[src/rtl/sram_arb.sv]
// Arbiter and strobe generator for the external asynchronous 8-bit SRAM.
// It round-robins CPU and video requests and returns read data with a one-cycle ack.
module sram_arb #(
   parameter int AW  = 19,
   parameter int ACC = 3
) (
   input  logic          clk,
   input  logic          res,
   input  logic          cpu_req,
   input  logic          cpu_we,
   input  logic [AW-1:0] cpu_a,
   input  logic [7:0]    cpu_d,
   output logic [7:0]    cpu_q,
   output logic          cpu_ack,
   input  logic          vid_req,
   input  logic [AW-1:0] vid_a,
   output logic [7:0]    vid_q,
   output logic          vid_ack,
   output logic [AW-1:0] sram_a,
   output logic [7:0]    sram_do,
   output logic          sram_doe,
   input  logic [7:0]    sram_di,
   output logic          sram_ce_n,
   output logic          sram_oe_n,
   output logic          sram_we_n
);

   typedef enum logic [1:0] {IDLE, ACT, DONE} state_t;

   localparam logic [3:0] LAST = 4'(ACC - 1);

   state_t     state, state_nx;
   logic [3:0] cnt, cnt_nx;
   logic       port_l, we_l, last_vid;
   logic       cpu_elig, vid_elig, grant, grant_vid, grant_we, last_act;
   logic       act_nx, wr_nx, ce_n_nx, oe_n_nx, we_n_nx, doe_nx;

   always_ff @(posedge clk or posedge res) begin
      if (res) begin
         state <= IDLE;
         cnt   <= '0;
      end else begin
         state <= state_nx;
         cnt   <= cnt_nx;
      end
   end

   // The port being acked in DONE is masked so the other port gets the next slot.
   always_comb begin
      last_act  = (state == ACT) && (cnt == LAST);
      cpu_elig  = cpu_req && !((state == DONE) && !port_l);
      vid_elig  = vid_req && !((state == DONE) && port_l);
      grant     = ((state == IDLE) || (state == DONE)) && (cpu_elig || vid_elig);
      grant_vid = vid_elig && (!cpu_elig || !last_vid);
      grant_we  = !grant_vid && cpu_we;
      state_nx  = state;
      cnt_nx    = '0;
      case (state)
         IDLE:    if (grant) state_nx = ACT;
         ACT:     if (last_act) state_nx = DONE;
                  else cnt_nx = cnt + 4'd1;
         DONE:    state_nx = grant ? ACT : IDLE;
         default: state_nx = IDLE;
      endcase
   end

   // Strobe values for the coming cycle, so every pin is driven from a flop.
   always_comb begin
      act_nx  = (state_nx == ACT);
      wr_nx   = grant ? grant_we : we_l;
      ce_n_nx = !act_nx;
      oe_n_nx = !(act_nx && !wr_nx);
      we_n_nx = !(act_nx && wr_nx && (cnt_nx != '0));
      doe_nx  = wr_nx && (act_nx || (state_nx == DONE));
   end

   always_ff @(posedge clk or posedge res) begin
      if (res) begin
         sram_a    <= '0;
         sram_do   <= '0;
         sram_doe  <= 1'b0;
         sram_ce_n <= 1'b1;
         sram_oe_n <= 1'b1;
         sram_we_n <= 1'b1;
         cpu_q     <= '0;
         vid_q     <= '0;
         cpu_ack   <= 1'b0;
         vid_ack   <= 1'b0;
         port_l    <= 1'b0;
         we_l      <= 1'b0;
         last_vid  <= 1'b0;
      end else begin
         sram_ce_n <= ce_n_nx;
         sram_oe_n <= oe_n_nx;
         sram_we_n <= we_n_nx;
         sram_doe  <= doe_nx;
         cpu_ack   <= last_act && !port_l;
         vid_ack   <= last_act && port_l;
         if (grant) begin
            port_l   <= grant_vid;
            we_l     <= grant_we;
            last_vid <= grant_vid;
            sram_a   <= grant_vid ? vid_a : cpu_a;
            if (grant_we) sram_do <= cpu_d;
         end
         if (last_act && !we_l) begin
            if (port_l) vid_q <= sram_di;
            else        cpu_q <= sram_di;
         end
      end
   end

endmodule

[config.mk]
export PLATFORM = sky130hd
export DESIGN_NAME = sram_arb
export DESIGN_NICKNAME = d
export VERILOG_FILES = /design/src/rtl/sram_arb.sv
export SDC_FILE = /design/constraint.sdc
export NUM_CORES = 1
export LEC_CHECK = 0
export BUFFER_PORTS_ARGS = -buffer_cell sky130_fd_sc_hd__buf_2
export CAP_MARGIN = 20
export CORE_MARGIN = 3
export CORE_UTILIZATION = 50
export DETAILED_ROUTE_END_ITERATION = 10
export PLACE_DENSITY = 0.84
export SKIP_LAST_GASP = 1
export SLEW_MARGIN = 20
export SYNTH_ARGS = -nofsm -noshare
export SYNTH_HDL_FRONTEND = slang
export SYNTH_SLANG_ARGS = --single-unit
[constraint.sdc]
create_clock -name clk -period 5.93 [get_ports clk]
set_clock_uncertainty 0.2 [all_clocks]
set_input_delay 0.593 -clock clk [delete_from_list [all_inputs] [get_ports clk]]
set_output_delay 0.593 -clock clk [all_outputs]
set_load 0.03 [all_outputs]
==> impl_metrics.py <==
metrics = {
    "cells_and_area": {
        "nets": 364,
        "stdcell_count": 360,
        "diodes": 0,
        "drive_gt1_share_pct": 51.9,
        "post-route-util_pct": 70.8,
        "area_growth_pct": 33.1,
        "final_area_mm2": 0.00317,
        "nFillCells": 348,
    },
    "route": {
        "antenna_left": 0,
        "drc": 0,
        "first_pass_iters": 4,
        "detail_route.wl_per_cell_um": 13.3,
        "routed_wl_um": 4790,
        "drt_iter0_markers": 48,
        "vias": 1803,
        "vias_per_cell": 5.01,
    },
    "placement": {
        "place_area_mm2": 0.00297,
        "place.gp.congestion": 0.723,
        "dp_slack_ns": 3.58,
        "io_buffers": 107,
        "dp_hpwl_um": 3530,
        "dp.cells": 344,
    },
    "critical_path": {
        "cp.arrival_ns": 2.13,
        "worst_setup_path_end_kind": "flop",
        "reg2reg_to": "cpu_q[7]",
        "slowest_delay_ns": 0.42,
        "reg2reg_from": "cnt[0]",
        "cp_max_fo": 8,
        "crit_path_top_delay_cell": "dfrtp_1",
        "cp.required_ns": 5.93,
        "reg2regPathDepth": 6,
        "path_cells": "inv_1, ha_1, nand2b_1, or3_4, nor3_4, mux2_2",
        "critPathKind": "flop to flop",
        "critical_path.top_delay_family": "simple AND/OR/NAND/NOR gates",
        "regToRegSetupSlack_ns": 3.80,
        "worst-path-buf-inv": 1,
        "critPathLaunchType": "flop",
    },
    "clock_network": {
        "clock_latency_ns": 0.32,
        "clk_path_buf_depth": 2,
        "cts_root_buf": "clkbuf_8",
        "cts_resized": 0,
        "cts_buffers": 9,
        "clk_pin_slew_ns": 0.07,
        "cts.sinks": 57,
        "cts_tree": "built",
        "cts_max_level": 3,
        "hold_buffers": 0,
        "post-cts-setup-buffers": 0,
    },
    "pwr": {
        "peakVddDrop_uv": 364,
        "pwr-share-clk_pct": 18.4,
        "netSwitchingFraction_pct": 43.2,
        "p_comb_share_pct": 45.6,
        "power_leakage_nw": 1.63,
        "p_sw_mw": 0.818,
        "p_int_mw": 1.08,
        "seqPwrFrac_pct": 36.0,
        "p_per_area_mw_per_mm2": 598,
    },
    "floorplanning": {
        "die_h_um": 75.0,
        "die_w_um": 75.0,
        "row_count": 24,
        "die-area_mm2": 0.00562,
        "initial_core_util_pct": 53.2,
        "pin_count": 108,
        "core_area_mm2": 0.00447,
    },
    "hold_path": {
        "hold_path.class": "primary input to async pin",
    },
    "synth": {
        "synth.avg_cell_area_um2": 12.5,
        "synth.area.top_cells": "dfrtp_1, mux2_2, mux2i_1",
        "yosysTopAreaCellShare_pct": 56.8,
        "synth_cells": 191,
        "synth.cell_area_mm2": 0.00238,
        "synth_cell_types": 30,
        "ys_warn_count": 0,
        "synth_fp_nets": 252,
        "yosysSeqAreaShare_pct": 60.1,
        "yosys.area.top_type": "dfrtp_1",
        "ys_seq_elements": 57,
    },
    "sta": {
        "worst_slew_pin_slew_ns": 0.916,
        "maxSlewViolCount": 0,
        "fin_ws_ns": 3.80,
        "rsz0062_at_grt": "no",
        "fin_crit_ns": 2.13,
        "timing.fmax_mhz": 470,
        "tns_ns": 0,
        "slew_headroom_pct": 38.7,
        "period_share_pct": 35.9,
        "hold_viol_final": 0,
        "setup-violations-final": 0,
    },
    "global_route": {
        "grt_max_degree": 58,
        "grt_usage_pct": 17.1,
        "grt-ovfl-total": 0,
        "first_global_vias": 1701,
        "antenna_found_initial": 0,
        "grt_pass1_wl_um": 7240,
    },
    "outcome": {
        "run_status": "finished, final reports clean",
    },
    "job": {
        "cap_violations": 0,
    },
}
worst max-delay path by stage:
stage               startpoint  cells past startpoint        end
floorplan                  res                      1     cnt[0]
global placement       cpu_req                      5  sram_a[1]
finish                  cnt[0]                      6   cpu_q[7]
CTS                     cnt[0]                      6   cpu_q[7]
detailed placement     vid_req                      5  sram_we_n
global route            port_l                      3  sram_we_n
registers in the layout (all words and copies together), names as in the netlist:
name       flops
sram_a        19
cpu_q          8
sram_do        8
vid_q          8
cnt            4
state          2
cpu_ack        1
port_l         1
sram_ce_n      1
sram_doe       1
sram_oe_n      1
sram_we_n      1
vid_ack        1
we_l           1
synthesized netlist by cell type:
master / n
nor3_4: 1
nand2b_1: 3
inv_2: 1
and2_1: 1
ha_1: 2
clkbuf_1: 3
o21ai_0: 3
xnor2_1: 2
or3b_2: 1
buf_4: 1
a311oi_2: 1
or3_4: 1
inv_1: 5
dfrtp_1: 54
nor2b_1: 2
a21oi_1: 21
mux2_2: 24
o211ai_1: 1
mux2i_1: 19
nand3_1: 2
buf_2: 4
xor2_1: 1
dfstp_2: 3
a31oi_1: 1
nor2_1: 28
nand3_2: 1
o21bai_1: 1
nand3b_1: 1
nand2_1: 2
nor3_1: 1
layout by cell type, fill, tap and decap left out, types with 3 or more instances in the layout:
master and n:
buf_2 107, dfrtp_1 54, nor2_1 28, mux2_2 24
a21oi_1 21, mux2i_1 19, clkbuf_8 10, inv_1 4
clkinv_2 4, nand2b_1 3, o21ai_0 3, dfstp_2 3
per-stage QoR:
step	total power, mW	hold slack, ns
2_1_floorplan	1.31	0.274
3_3_place_gp	1.53	0.280
3_5_place_dp	1.56	0.290
4_1_cts	1.92	0.294
5_1_grt	2.02	0.293
6_report	1.89	0.269
tightest hold or removal path, cell delays in order:
cell and delay [ns]:
buf_2 0.10, inv_2 0.04, buf_4 0.55
logic make-up (layout without fill, tap and decap cells):
group                    after synthesis  in the layout  share of synthesized area, %
XOR/XNOR                               3              3                          1.10
multiplexers                          43             43                          19.4
adder cells (fa/ha/maj)                2              2                          1.05
flip-flops                            57             57                          60.1
AND/OR/NAND/NOR                       44             44                          9.21
AO/OA/AOI/OAI                         28             28                          6.58
buffers and inverters                 14            131                          2.58
per-layer routing:
| metal | track usage, % | wire length, um |
|---|---|---|
| met1 | 21.0 | 2070 |
| met2 | 27.7 | 2270 |
| met3 | 5.47 | 389 |
| met4 | 7.71 | 57 |
| met5 | 0 | 0 |
area by class of cell:
type	instances	area, um2	share of cell area [%]
multi-input combinational	120	903	28.5
timing repair buffer	109	551	17.4
inverter	6	22.5	0.711
tap	52	65.1	2.05
clock buffer	10	138	4.35
clock inverter	6	57.6	1.82
sequential	57	1430	45.2
power groups by stage:
stage / Combinational (mW) / Sequential (mW) / Clock [mW]
detailed placement: 0.876 / 0.687 / 0
floorplan: 0.312 / 0.996 / 0
global placement: 0.854 / 0.680 / 0
finish: 0.864 / 0.681 / 0.349
CTS: 0.876 / 0.683 / 0.358
global route: 0.934 / 0.705 / 0.376
No activity file was read; power rests on OpenSTA's default activity.
